File: config.mk
export PLATFORM = sky130hd
export DESIGN_NAME = vend_change_ctrl_flat
export DESIGN_NICKNAME = d
export VERILOG_FILES = /design/src/rtl/vend_pkg.sv /design/src/rtl/vend_change_ctrl_if.sv /design/src/rtl/coin_edge_sync.sv /design/src/rtl/vend_change_ctrl.sv /design/src/flat_wrapper.sv
export SDC_FILE = /design/constraint.sdc
export NUM_CORES = 1
export LEC_CHECK = 0
export ABC_CLOCK_PERIOD_IN_PS = 3550
export BUFFER_PORTS_ARGS = -buffer_cell sky130_fd_sc_hd__buf_4
export CAP_MARGIN = 25
export CORE_MARGIN = 3
export CORE_UTILIZATION = 40
export DETAILED_ROUTE_END_ITERATION = 10
export PLACE_DENSITY = 0.65
export SLEW_MARGIN = 20
export SYNTH_ARGS = -nofsm -noshare
export SYNTH_HDL_FRONTEND = slang
export SYNTH_HIERARCHICAL = 1
export SYNTH_SLANG_ARGS = --single-unit
File: constraint.sdc
create_clock -name clk -period 3.55 [get_ports clk]
set_input_delay 0.71 -clock clk [delete_from_list [all_inputs] [get_ports clk]]
set_output_delay 0.71 -clock clk [all_outputs]
set_load 0.005 [all_outputs]
File: src/rtl/vend_pkg.sv
// Shared types and default parameters for the vending change controller.
package vend_pkg;

    localparam int W_DEF           = 8;
    localparam int CHANGE_UNIT_DEF = 5;
    localparam int TIMEOUT_CYC_DEF = 1000;

    typedef enum logic [2:0] {
        IDLE,
        COLLECT,
        VEND,
        CHANGE,
        REFUND
    } vend_state_t;

endpackage

File: src/rtl/vend_change_ctrl_if.sv
// Front-end / actuator signal bundle of the vending change controller.
interface vend_change_ctrl_if #(
    parameter int W = vend_pkg::W_DEF
);
    logic         coin_in;
    logic [W-1:0] coin_value;
    logic [W-1:0] price;
    logic         cancel;
    logic         dispense_ack;
    logic         change_ack;
    logic         dispense;
    logic         change_req;
    logic [W-1:0] credit;
    logic [W-1:0] residue;
    logic         busy;

    // Front end / actuators side.
    modport master (
        output coin_in, coin_value, price, cancel, dispense_ack, change_ack,
        input  dispense, change_req, credit, residue, busy
    );

    // Controller side.
    modport slave (
        input  coin_in, coin_value, price, cancel, dispense_ack, change_ack,
        output dispense, change_req, credit, residue, busy
    );
endinterface

File: src/rtl/coin_edge_sync.sv
// Brings the asynchronous coin-present level into the clk domain and emits
// a single-cycle pulse per rising edge.
module coin_edge_sync (
    input  logic clk,
    input  logic rst_n,
    input  logic coin_in,
    output logic coin_evt
);
    logic sync1_q;
    logic sync2_q;
    logic sync2_d_q;

    // NOTE: sequential state uses non-blocking assignments so every flop
    // samples the pre-edge value of its neighbour; blocking here would
    // collapse the synchronizer chain into a single flop.
    always_ff @(posedge clk or negedge rst_n) begin
        if (!rst_n) begin
            sync1_q   <= 1'b0;
            sync2_q   <= 1'b0;
            sync2_d_q <= 1'b0;
            coin_evt  <= 1'b0;
        end else begin
            sync1_q   <= coin_in;
            sync2_q   <= sync1_q;
            sync2_d_q <= sync2_q;
            coin_evt  <= sync2_q & ~sync2_d_q;
        end
    end

endmodule

File: src/rtl/vend_change_ctrl.sv
// Vending sequencer: collects coin credit, requests dispense, then pays out
// change (or a full refund) one CHANGE_UNIT at a time.
module vend_change_ctrl
    import vend_pkg::*;
#(
    parameter int W           = W_DEF,
    parameter int CHANGE_UNIT = CHANGE_UNIT_DEF,
    parameter int TIMEOUT_CYC = TIMEOUT_CYC_DEF
) (
    input logic              clk,
    input logic              rst_n,
    vend_change_ctrl_if.slave bus
);
    localparam int            CW       = $clog2(TIMEOUT_CYC);
    localparam logic [W-1:0]  UNIT     = W'(CHANGE_UNIT);
    localparam logic [CW-1:0] CNT_LAST = CW'(TIMEOUT_CYC - 2);

    vend_state_t   state_q,      state_n;
    logic [W-1:0]  credit_q,     credit_n;
    logic [W-1:0]  price_q,      price_n;
    logic [W-1:0]  residue_q,    residue_n;
    logic [CW-1:0] cnt_q,        cnt_n;
    logic          dispense_q,   dispense_n;
    logic          change_req_q, change_req_n;
    logic          busy_q;
    logic          coin_evt;

    logic [W:0]    credit_sum;
    logic [W-1:0]  credit_add;

    coin_edge_sync u_sync (
        .clk      (clk),
        .rst_n    (rst_n),
        .coin_in  (bus.coin_in),
        .coin_evt (coin_evt)
    );

    assign credit_sum = {1'b0, credit_q} + {1'b0, bus.coin_value};
    assign credit_add = credit_sum[W] ? '1 : credit_sum[W-1:0];

    // NOTE: every signal written here gets a default first, so no path
    // leaves it unassigned and no latch is inferred.
    always_comb begin
        state_n      = state_q;
        credit_n     = credit_q;
        price_n      = price_q;
        residue_n    = residue_q;
        cnt_n        = '0;
        dispense_n   = dispense_q;
        change_req_n = change_req_q;

        unique case (state_q)
            IDLE: begin
                if (coin_evt) begin
                    price_n  = bus.price;
                    credit_n = credit_add;
                    state_n  = COLLECT;
                end
            end

            COLLECT: begin
                credit_n = coin_evt ? credit_add : credit_q;
                cnt_n    = coin_evt ? '0 : cnt_q + 1'b1;
                // Decisions use the credit including this cycle's coin.
                if (credit_n >= price_q) begin
                    state_n    = VEND;
                    dispense_n = 1'b1;
                end else if (bus.cancel || (!coin_evt && cnt_q == CNT_LAST)) begin
                    state_n      = REFUND;
                    change_req_n = (credit_n >= UNIT);
                end
            end

            VEND: begin
                if (dispense_q && bus.dispense_ack) begin
                    credit_n     = credit_q - price_q;
                    dispense_n   = 1'b0;
                    state_n      = CHANGE;
                    change_req_n = (credit_n >= UNIT);
                end
            end

            CHANGE, REFUND: begin
                if (change_req_q) begin
                    // Dropping the request after each ack gives the hopper a gap.
                    if (bus.change_ack) begin
                        credit_n     = credit_q - UNIT;
                        change_req_n = 1'b0;
                    end
                end else if (credit_q >= UNIT) begin
                    change_req_n = 1'b1;
                end else begin
                    residue_n = credit_q;
                    credit_n  = '0;
                    state_n   = IDLE;
                end
            end

            default: state_n = IDLE;
        endcase
    end

    always_ff @(posedge clk or negedge rst_n) begin
        if (!rst_n) begin
            state_q      <= IDLE;
            credit_q     <= '0;
            price_q      <= '0;
            residue_q    <= '0;
            cnt_q        <= '0;
            dispense_q   <= 1'b0;
            change_req_q <= 1'b0;
            busy_q       <= 1'b0;
        end else begin
            state_q      <= state_n;
            credit_q     <= credit_n;
            price_q      <= price_n;
            residue_q    <= residue_n;
            cnt_q        <= cnt_n;
            dispense_q   <= dispense_n;
            change_req_q <= change_req_n;
            busy_q       <= (state_n != IDLE);
        end
    end

    assign bus.dispense   = dispense_q;
    assign bus.change_req = change_req_q;
    assign bus.credit     = credit_q;
    assign bus.residue    = residue_q;
    assign bus.busy       = busy_q;

endmodule

File: src/flat_wrapper.sv
// flat-port wrapper written by rule: the top's interface ports become plain ports
module vend_change_ctrl_flat import vend_pkg::*;
#(
    parameter int W           = W_DEF,
    parameter int CHANGE_UNIT = CHANGE_UNIT_DEF,
    parameter int TIMEOUT_CYC = TIMEOUT_CYC_DEF
)
  (clk, rst_n, bus_coin_in, bus_coin_value, bus_price, bus_cancel, bus_dispense_ack, bus_change_ack, bus_dispense, bus_change_req, bus_credit, bus_residue, bus_busy);
  vend_change_ctrl_if #(.W(W)) bus_i ();
  input logic clk;
  input logic rst_n;
  input wire logic [$bits(bus_i.coin_in)-1:0] bus_coin_in;
  input wire logic [$bits(bus_i.coin_value)-1:0] bus_coin_value;
  input wire logic [$bits(bus_i.price)-1:0] bus_price;
  input wire logic [$bits(bus_i.cancel)-1:0] bus_cancel;
  input wire logic [$bits(bus_i.dispense_ack)-1:0] bus_dispense_ack;
  input wire logic [$bits(bus_i.change_ack)-1:0] bus_change_ack;
  output wire logic [$bits(bus_i.dispense)-1:0] bus_dispense;
  output wire logic [$bits(bus_i.change_req)-1:0] bus_change_req;
  output wire logic [$bits(bus_i.credit)-1:0] bus_credit;
  output wire logic [$bits(bus_i.residue)-1:0] bus_residue;
  output wire logic [$bits(bus_i.busy)-1:0] bus_busy;
  assign bus_i.coin_in = bus_coin_in;
  assign bus_i.coin_value = bus_coin_value;
  assign bus_i.price = bus_price;
  assign bus_i.cancel = bus_cancel;
  assign bus_i.dispense_ack = bus_dispense_ack;
  assign bus_i.change_ack = bus_change_ack;
  assign bus_dispense = bus_i.dispense;
  assign bus_change_req = bus_i.change_req;
  assign bus_credit = bus_i.credit;
  assign bus_residue = bus_i.residue;
  assign bus_busy = bus_i.busy;
  vend_change_ctrl #(.W(W), .CHANGE_UNIT(CHANGE_UNIT), .TIMEOUT_CYC(TIMEOUT_CYC)) u_core (.clk(clk), .rst_n(rst_n), .bus(bus_i));
endmodule
==> impl_metrics.py, run 1 <==
metrics = {
    "timing": {
        "max_freq_mhz": 294.1,
        "slew_violations": 0,
        "grt_setup_unrepaired": "no",
        "slew_headroom": 0.3422,
        "period_minus_slack_ns": 3.401,
        "fin_crit_sh": 0.9580,
        "tightest_slew_ns": 0.9801,
        "clock-skew-final_ns": 0.01495,
        "hold_violations": 0,
        "finalSetupViolations": 0,
    },
    "cts": {
        "clk_path_buf_depth": 2,
        "cts_inserted_buffers": 5,
        "insertion_delay_ns": 0.31,
        "root_buffer": "clkbuf_8",
        "path_clk_slew_ns": 0.09,
        "cts_tree": "built",
        "cts_hold_buffers": 0,
        "htreeDepth": 2,
        "cts_sinks": 44,
    },
    "yosys": {
        "synth_cell_types": 56,
        "postSynthNetCount": 383,
        "synth_ff_type": "dfrtp_1",
        "synthTopCellsByCount": "44 x dfrtp_1, 43 x nor2_1, 27 x ha_1",
        "syn_area_mm2": 0.003025,
        "synthTopCellsByArea": "dfrtp_1 36%, ha_1 11%, nor2_1 5.3%, xnor2_1 3.5%, o21ai_0 3.3%",
        "async_flop_share": 1.000,
        "ys_warn_count": 6,
        "synth-seq-cells": 44,
        "synth.most_common_cell": "dfrtp_1",
        "synth_edf_count": 0,
        "avgSynthCellArea_um2": 9.113,
        "synth_seq_area_share": 0.3639,
        "syn_inst": 332,
        "yosysTopAreaCellShare": 0.3639,
        "yosysTopAreaCell": "dfrtp_1",
    },
    "cells_and_area": {
        "finalNetCount": 449,
        "area_delta_synth_final_pct": 26.05,
        "fin_util": 0.5230,
        "drive_gt1_frac": 0.2456,
        "multi_input_area_mm2": 0.001902,
        "insertedDiodeCount": 0,
        "n_fill_cell": 698,
        "register_area_mm2": 0.001101,
        "final_cells": 498,
    },
    "drt": {
        "vias": 2692,
        "dr.pass1.iters": 4,
        "wl_met3_um": 317,
        "routed-wl-met2_um": 3741,
        "wl_met1_um": 3474,
        "highest_layer": "met4",
        "drcViolationCount": 0,
        "drt-total-wl_um": 7627,
        "post_drt_wl_per_cell_um": 15.32,
        "drtAntennaViolNets": 0,
        "drtIter0Drc": 168,
        "drt-vias-per-instance": 5.406,
    },
    "placement": {
        "portBuffers": 40,
        "placedCellCount": 490,
        "dp_hpwl_um": 5767,
        "gp_congestion": 0.8771,
    },
    "power_and_ir_drop": {
        "intPower_mw": 2.012,
        "seqPwrFrac": 0.208,
        "cellPowerDensity_mw_per_mm2": 954.0,
        "ir_drop_uv": 283.8,
        "p_switching_mw": 1.626,
        "p_comb_frac": 0.681,
        "p_clk_frac": 0.111,
        "switching_share": 0.4470,
        "leakage_nw": 1.752,
    },
    "global_routing": {
        "antenna_found_initial": 0,
        "grtUsageTotal": 0.1836,
        "grt_pass1_wl_um": 12740,
        "grt_max_degree": 45,
        "grt_pass1_vias": 2653,
        "grt.overflow.total": 0,
    },
    "floorplan": {
        "coreArea_mm2": 0.007292,
        "dieArea_mm2": 0.008643,
        "start_util": 0.4149,
        "num_io_pins": 41,
        "die_y_um": 92.97,
        "rows": 31,
        "die_w_um": 92.97,
    },
    "critical_path": {
        "r2r-end": "u_core/bus.busy$_DFF_PN0_",
        "worstSetupPathType": "input pin to flip-flop",
        "critical_path.max_fanout": 7,
        "critical_path_arrival_ns": 3.58,
        "r2r_slack_ns": 0.23,
        "worstRegToRegCells": 14,
        "r2r_start": "u_core/bus.credit[0]$_DFFE_PN0P_",
        "cp-end-kind": "flip-flop",
        "worstPathRequired_ns": 3.73,
        "startpoint_type": "input pin",
    },
    "hold_path": {
        "holdCritPathClass": "flip-flop to flip-flop",
        "min_path_cells": 0,
        "min_from": "u_core/u_sync/sync1_q$_DFF_PN0_",
        "holdPathEnd": "u_core/u_sync/sync2_q$_DFF_PN0_",
    },
    "job": {
        "max_cap_viol_count": 0,
    },
    "outcome": {
        "status": "finished clean",
    },
}
[per-stage QoR]
step	setup TNS, ns	setup slack (ns)	area (um^2)	hold slack (ns)	power [mW]
after global placement	-0.5205	-0.2013	3649	0.3343	3.096
after detailed placement	-0.7147	-0.2654	3649	0.3442	3.140
final	0	0.1492	3814	0.3629	3.638
after global routing	0	0.01269	3814	0.3803	3.956
after floorplan	0	0.01378	3053	0.3312	2.370
after CTS	0	0.04236	3765	0.3673	3.562
[layout by cell type, fill, tap and decap left out, drive strengths merged, types with 6 or more instances in the layout]
cell type,n
nand3,9
ha,27
inv,18
buf,67
xor2,7
o21ai,28
and3,6
nor2b,9
nor2,43
o22ai,6
nand2,20
xnor2,12
a211oi,7
dfrtp,44
a21oi,19
nand2b,11
[sequential cells by signal (all words and copies together), names as in the netlist, 3 cells and up]
register and cells:
u_core/bus.residue 8, u_core/state_q 3, u_core/bus.credit 8, u_core/cnt_q 10
u_core/price_q 8
[logic make-up (layout without fill, tap and decap cells)]
| family | count (synthesis) | count (layout) | share of synthesized area |
|---|---|---|---|
| compound gates | 92 | 92 | 0.2080 |
| xor+xnor | 19 | 19 | 0.05500 |
| buf+inv | 26 | 93 | 0.03267 |
| simple gates | 115 | 115 | 0.1902 |
| fa+ha+maj | 29 | 29 | 0.1249 |
| mux | 7 | 7 | 0.02523 |
| flops | 44 | 44 | 0.3639 |
[area by class of cell]
cell class	count	share of cell area
clock buffer	5	0.01804
clock inverter	3	0.01247
inverter	18	0.01772
multi-input combinational	262	0.4987
sequential	44	0.2887
tap	99	0.03248
timing repair buffer	67	0.1319
[what timing repair did]
action	in CTS	in global routing
resized for setup	0	5
hold endpoints to repair	0	0
setup buffers	0	0
setup endpoints to repair	0	3
[worst max-delay path, cell delays in order]
cell	delay [ns]
buf_4	0.12
ha_4	0.16
fa_2	0.35
a211oi_2	0.22
o21a_2	0.20
o31ai_4	0.09
o22a_1	0.22
ha_1	0.32
a21o_1	0.16
a21o_1	0.15
a21oi_1	0.12
o31a_1	0.23
nand2b_4	0.15
a211oi_2	0.07
or3_1	0.31
[power groups by stage]
stage                     logic [mW]  registers, mW  clock network, mW
final                           2.48          0.756              0.405
after global routing            2.74          0.779              0.435
after CTS                       2.39          0.751              0.417
after global placement          2.34          0.758                  0
after detailed placement        2.38          0.761                  0
after floorplan                 1.60          0.765                  0
[worst max path at each step]
stage / cells after the start / end / slack, ns / start
global placement: 15 / u_core/bus.busy$_DFF_PN0_ / -0.20 / bus_coin_value[0]
finish: 15 / u_core/bus.busy$_DFF_PN0_ / 0.15 / bus_coin_value[0]
CTS: 15 / u_core/bus.busy$_DFF_PN0_ / 0.04 / bus_coin_value[0]
detailed placement: 15 / u_core/bus.busy$_DFF_PN0_ / -0.27 / bus_coin_value[0]
global route: 15 / u_core/bus.busy$_DFF_PN0_ / 0.01 / bus_coin_value[0]
floorplan: 14 / u_core/bus.busy$_DFF_PN0_ / 0.01 / bus_coin_value[0]
[metal layers]
layer  GRT usage  vias to the layer above
met2      0.3053                       64
met4     0.04762                        0
met1      0.2477                     1299
met5           0                        -
li1            -                     1318
met3     0.03218                       11
(Power assumes the default switching activity.)
==> run 2, diff against run 1 <==
--- a/config.mk
+++ b/config.mk
@@ -8,10 +8,12 @@
 export ABC_CLOCK_PERIOD_IN_PS = 3550
 export BUFFER_PORTS_ARGS = -buffer_cell sky130_fd_sc_hd__buf_4
 export CAP_MARGIN = 25
+export CELL_PAD_IN_SITES_DETAIL_PLACEMENT = 0
+export CELL_PAD_IN_SITES_GLOBAL_PLACEMENT = 2
 export CORE_MARGIN = 3
-export CORE_UTILIZATION = 40
+export CORE_UTILIZATION = 32
 export DETAILED_ROUTE_END_ITERATION = 10
-export PLACE_DENSITY = 0.65
+export PLACE_DENSITY = 0.8
 export SLEW_MARGIN = 20
 export SYNTH_ARGS = -nofsm -noshare
 export SYNTH_HDL_FRONTEND = slang
==> impl_metrics.py, run 2 (synthesis results as in run 1) <==
metrics = {
    "outcome": {
        "status": "finished clean",
    },
    "cells_and_area": {
        "fin_util": 0.4356,
        "layout_common_cells": "72 x buf_4, 44 x dfrtp_1, 43 x nor2_1",
        "finalNetCount": 456,
        "regMostFlops": "u_core/cnt_q",
        "layout_commonest_cell": "buf_4",
        "area_delta_synth_final_pct": 28.62,
        "largest_reg_flops": 10,
        "insertedDiodeCount": 0,
        "drive_gt1_frac": 0.2709,
        "n_fill_cell": 901,
    },
    "drt": {
        "drcViolationCount": 0,
        "post_drt_wl_per_cell_um": 15.94,
        "vias": 2731,
        "drtAntennaViolNets": 0,
        "drt-total-wl_um": 8192,
        "drtIter0Drc": 96,
        "dr.pass1.iters": 5,
        "drt-vias-per-instance": 5.313,
    },
    "job": {
        "max_cap_viol_count": 0,
    },
    "placement": {
        "gp_congestion": 0.8748,
        "pre_cts_ws_ns": -0.3438,
        "portBuffers": 40,
        "dp_hpwl_um": 6106,
    },
    "power_and_ir_drop": {
        "ir_drop_uv": 337.3,
        "leakage_nw": 1.777,
        "cellPowerDensity_mw_per_mm2": 941.9,
    },
    "critical_path": {
        "critical_path.max_fanout": 5,
        "r2r-end": "u_core/bus.busy$_DFF_PN0_",
        "worstPathRequired_ns": 3.73,
        "cp-end-kind": "flip-flop",
        "worstSetupPathType": "input pin to flip-flop",
        "r2r_slack_ns": 0.17,
        "critical_path_arrival_ns": 3.63,
        "worstRegToRegCells": 14,
        "r2r_start": "u_core/bus.credit[1]$_DFFE_PN0P_",
        "startpoint_type": "input pin",
    },
    "global_routing": {
        "met1_usage": 0.2201,
        "grtUsageTotal": 0.1581,
        "grt_max_degree": 45,
        "antenna_found_initial": 0,
        "grt_use_met2": 0.2600,
        "use_met3": 0.02146,
        "top_usage_layer": "met2",
        "grt_pass1_vias": 2679,
        "grt.overflow.total": 0,
        "grt_pass1_wl_um": 13200,
    },
    "cts": {
        "htreeDepth": 2,
        "cts_tree": "built",
        "insertion_delay_ns": 0.30,
        "path_clk_slew_ns": 0.09,
        "cts_inserted_buffers": 5,
        "root_buffer": "clkbuf_8",
        "clk_path_buf_depth": 2,
        "cts_sinks": 44,
    },
    "hold_path": {
        "min_from": "u_core/u_sync/sync1_q$_DFF_PN0_",
        "holdPathEnd": "u_core/u_sync/sync2_q$_DFF_PN0_",
        "min_path_cells": 0,
        "holdCritPathClass": "flip-flop to flip-flop",
    },
    "floorplan": {
        "start_util": 0.3387,
        "die_w_um": 103.2,
        "rows": 34,
        "dieArea_mm2": 0.01066,
        "coreArea_mm2": 0.008934,
        "die_y_um": 103.2,
        "num_io_pins": 41,
    },
    "timing": {
        "period_minus_slack_ns": 3.443,
        "fin_crit_sh": 0.9698,
        "finalSetupViolations": 0,
        "setup_slack_ns": 0.1073,
        "hold_violations": 0,
        "tightest_slew_ns": 0.8761,
        "grt_setup_unrepaired": "yes",
        "slew_headroom": 0.4147,
        "whs_ns": 0.3551,
        "max_freq_mhz": 290.5,
        "clock-skew-final_ns": 0.006941,
        "slew_violations": 0,
    },
}
run 2: cell types whose count changed in the layout (fill, tap and decap cells not counted), moves of 2 or more:
| cell | previous run | this run |
|---|---|---|
| buf_4 | 67 | 72 |
| buf_6 | 0 | 2 |
| clkinv_2 | 0 | 2 |
| ha_1 | 23 | 20 |
| ha_4 | 4 | 6 |
run 2: worst max-delay path by stage:
stage	cells past startpoint	slack, ns	to	startpoint
3_3_place_gp	15	-0.29	u_core/bus.busy$_DFF_PN0_	bus_coin_value[0]
4_1_cts	15	0.03	u_core/bus.busy$_DFF_PN0_	bus_coin_value[0]
6_report	15	0.11	u_core/bus.busy$_DFF_PN0_	bus_coin_value[0]
3_5_place_dp	15	-0.34	u_core/bus.busy$_DFF_PN0_	bus_coin_value[0]
5_1_grt	15	-0.007	u_core/bus.busy$_DFF_PN0_	bus_coin_value[0]
2_1_floorplan	14	0.01	u_core/bus.busy$_DFF_PN0_	bus_coin_value[0]
run 2: cell type report:
class                   count  area, um^2  share of cell area
well taps                 108       135.1             0.03473
clock buffers               5       68.82             0.01768
multi-input cells         262        1937              0.4978
repair buffers             74       563.0              0.1447
flip-flops and latches     44        1101              0.2830
inverters                  18       67.56             0.01736
clock inverters             3       18.77            0.004823
run 2: critical path, stage by stage:
cell      delay (ns)
buf_6           0.10
ha_4            0.15
fa_2            0.35
a211oi_2        0.21
o21a_2          0.19
o31ai_4         0.08
o22a_1          0.25
ha_4            0.23
a21o_1          0.17
a21o_1          0.18
a21oi_2         0.14
o31a_1          0.24
nand2b_4        0.16
a211oi_2        0.08
or3_1           0.38
run 2: through the flow:
step           cell area [um^2]  total power [mW]  std cells  setup TNS, ns
6_report                   3891             3.665        514              0
5_1_grt                    3891             3.986        514      -0.006582
4_1_cts                    3769             3.537        509              0
3_5_place_dp               3675             3.178        501        -0.8383
3_3_place_gp               3675             3.177        501        -0.6650
2_1_floorplan              3053             2.370        332              0
run 2: what timing repair did:
item,4_1_cts,5_1_grt
pin swaps,1,19
resized for setup,1,10
buffers inserted,0,5
hold buffers,0,0
setup endpoints to repair,1,1
run 2: power breakdown:
part / total, mW / internal (mW) / leakage (nW) / switching, mW
registers: 0.758 / 0.634 / 0.564 / 0.123
clock network: 0.319 / 0.138 / 0.0479 / 0.182
logic: 2.59 / 1.23 / 1.17 / 1.36
total: 3.67 / 2.00 / 1.78 / 1.67
run 2: layer usage:
layer  vias up  wire, um
met3         4       318
met4         0        63
met2        69      3944
li1       1335         -
met5         -         0
met1      1323      3866
==> run 3, diff against run 2 <==
--- a/config.mk
+++ b/config.mk
@@ -6,14 +6,14 @@
 export NUM_CORES = 1
 export LEC_CHECK = 0
 export ABC_CLOCK_PERIOD_IN_PS = 3550
-export BUFFER_PORTS_ARGS = -buffer_cell sky130_fd_sc_hd__buf_4
 export CAP_MARGIN = 25
 export CELL_PAD_IN_SITES_DETAIL_PLACEMENT = 0
 export CELL_PAD_IN_SITES_GLOBAL_PLACEMENT = 2
 export CORE_MARGIN = 3
-export CORE_UTILIZATION = 32
+export CORE_UTILIZATION = 36
 export DETAILED_ROUTE_END_ITERATION = 10
-export PLACE_DENSITY = 0.8
+export DONT_BUFFER_PORTS = 1
+export PLACE_DENSITY = 0.81
 export SLEW_MARGIN = 20
 export SYNTH_ARGS = -nofsm -noshare
 export SYNTH_HDL_FRONTEND = slang
==> impl_metrics.py, run 3 (synthesis results as in run 1) <==
metrics = {
    "outcome": {
        "status": "finished clean",
    },
    "timing": {
        "hold_violations": 0,
        "tightest_slew_ns": 0.9068,
        "whs_ns": 0.08833,
        "finalSetupViolations": 0,
        "grt_setup_unrepaired": "no",
        "clock-skew-final_ns": 0.006201,
        "slew_headroom": 0.3914,
        "fin_crit_sh": 0.9622,
        "period_minus_slack_ns": 3.416,
        "slew_violations": 0,
        "max_freq_mhz": 292.8,
    },
    "cts": {
        "root_buffer": "clkbuf_8",
        "path_clk_slew_ns": 0.09,
        "htreeDepth": 2,
        "cts_sinks": 44,
        "cts_inserted_buffers": 5,
        "insertion_delay_ns": 0.30,
        "clk_path_buf_depth": 2,
        "cts_tree": "built",
    },
    "global_routing": {
        "grt_pass1_vias": 2501,
        "grtUsageTotal": 0.1652,
        "grt.overflow.total": 0,
        "antenna_found_initial": 0,
        "grt_pass1_wl_um": 12760,
        "grt_max_degree": 45,
    },
    "critical_path": {
        "startpoint_type": "flip-flop",
        "endpoint": "u_core/bus.busy$_DFF_PN0_",
        "cp-end-kind": "flip-flop",
        "worstPathRequired_ns": 3.73,
        "r2r-end": "u_core/bus.busy$_DFF_PN0_",
        "r2r_slack_ns": 0.13,
        "startpoint": "u_core/bus.credit[3]$_DFFE_PN0P_",
        "worstRegToRegCells": 14,
        "critical_path_arrival_ns": 3.59,
        "worstSetupPathType": "flip-flop to flip-flop",
        "r2r_start": "u_core/bus.credit[3]$_DFFE_PN0P_",
        "critical_path.max_fanout": 5,
    },
    "floorplan": {
        "die_y_um": 97.67,
        "num_io_pins": 41,
        "die_w_um": 97.67,
        "dieArea_mm2": 0.009539,
        "rows": 32,
        "start_util": 0.3816,
        "coreArea_mm2": 0.007928,
    },
    "cells_and_area": {
        "insertedDiodeCount": 0,
        "stdcell_area_mm2": 0.003470,
        "layout_common_cells": "44 x dfrtp_1, 43 x nor2_1, 26 x buf_4, 26 x ha_1",
        "area_delta_synth_final_pct": 14.68,
        "regMostFlops": "u_core/cnt_q",
        "drive_gt1_frac": 0.1508,
        "finalNetCount": 408,
        "largest_reg_flops": 10,
        "n_fill_cell": 790,
        "layout_commonest_cell": "dfrtp_1",
    },
    "power_and_ir_drop": {
        "switching_share": 0.4567,
        "intPower_mw": 1.894,
        "ir_drop_uv": 390.3,
        "leakage_nw": 1.544,
        "p_comb_frac": 0.669,
        "p_total_mw": 3.486,
        "cellPowerDensity_mw_per_mm2": 1005,
        "p_clk_frac": 0.117,
        "p_switching_mw": 1.592,
        "seqPwrFrac": 0.214,
    },
    "drt": {
        "drcViolationCount": 0,
        "post_drt_wl_per_cell_um": 16.72,
        "drt-total-wl_um": 7692,
        "drtIter0Drc": 156,
        "drtAntennaViolNets": 0,
        "vias": 2497,
        "drt-vias-per-instance": 5.428,
        "dr.pass1.iters": 4,
    },
    "placement": {
        "placed_area_mm2": 0.003344,
        "dp_hpwl_um": 5931,
        "gp_congestion": 0.8529,
        "portBuffers": 0,
    },
    "hold_path": {
        "holdCritPathClass": "input pin to async pin",
    },
    "job": {
        "max_cap_viol_count": 0,
    },
}
run 3: layout make-up:
cell class,count,area (um^2),share of cell area
sequential,44,1101,0.3173
clock inverter,3,46.29,0.01334
timing repair buffer,26,195.2,0.05626
clock buffer,5,68.82,0.01983
multi-input combinational,262,1863,0.5370
inverter,18,67.56,0.01947
tap,102,127.6,0.03678
run 3: power by group through the flow:
stage / Clock, mW / Sequential, mW / Combinational [mW]
after floorplan: 0 / 0.765 / 1.60
after global placement: 0 / 0.758 / 2.31
after detailed placement: 0 / 0.761 / 2.31
after CTS: 0.420 / 0.750 / 2.33
after global routing: 0.444 / 0.770 / 2.61
final: 0.408 / 0.747 / 2.33
run 3: per-layer routing:
| metal | global-route usage | routed length [um] |
|---|---|---|
| met2 | 0.2551 | 3396 |
| met1 | 0.2390 | 3672 |
| met4 | 0.04153 | 121 |
| met5 | 0 | 0 |
| met3 | 0.02872 | 502 |
run 3: worst min path at each step:
stage,startpoint,to,cells after the start
2_1_floorplan,u_core/u_sync/sync1_q$_DFF_PN0_,u_core/u_sync/sync2_q$_DFF_PN0_,0
4_1_cts,rst_n,u_core/price_q[2]$_DFFE_PN0P_,0
6_report,rst_n,u_core/price_q[0]$_DFFE_PN0P_,0
5_1_grt,rst_n,u_core/bus.dispense$_DFFE_PN0P_,0
3_5_place_dp,u_core/u_sync/sync1_q$_DFF_PN0_,u_core/u_sync/sync2_q$_DFF_PN0_,0
3_3_place_gp,u_core/u_sync/sync1_q$_DFF_PN0_,u_core/u_sync/sync2_q$_DFF_PN0_,0
run 3: timing repair:
| item | CTS | global route |
|---|---|---|
| hold buffers | 0 | 0 |
| gates resized for setup | 0 | 2 |
| endpoints found under the setup margin | 0 | 2 |
| buffers inserted | 0 | 0 |
run 3: metrics by stage:
step	setup WS (ns)	std cells	util	setup TNS, ns
2_1_floorplan	0.01378	332	-	0
3_3_place_gp	-0.08501	452	0.4219	-0.1429
3_5_place_dp	-0.1749	452	0.4219	-0.2770
4_1_cts	0.09383	460	0.4364	0
5_1_grt	0.01898	460	0.4377	0
6_report	0.1344	460	0.4377	0
run 3: critical path, cell delays in order (launching register included):
cell and delay [ns]:
dfrtp_1 0.41, ha_1 0.34, and3_1 0.18, a221o_1 0.34, nor2_1 0.12, xnor2_1 0.17, o22a_1 0.27, ha_1 0.27
a21o_1 0.17, a21o_1 0.14, a21oi_1 0.12, o31a_1 0.21, nand2b_4 0.15, a211oi_2 0.07, or3_1 0.34
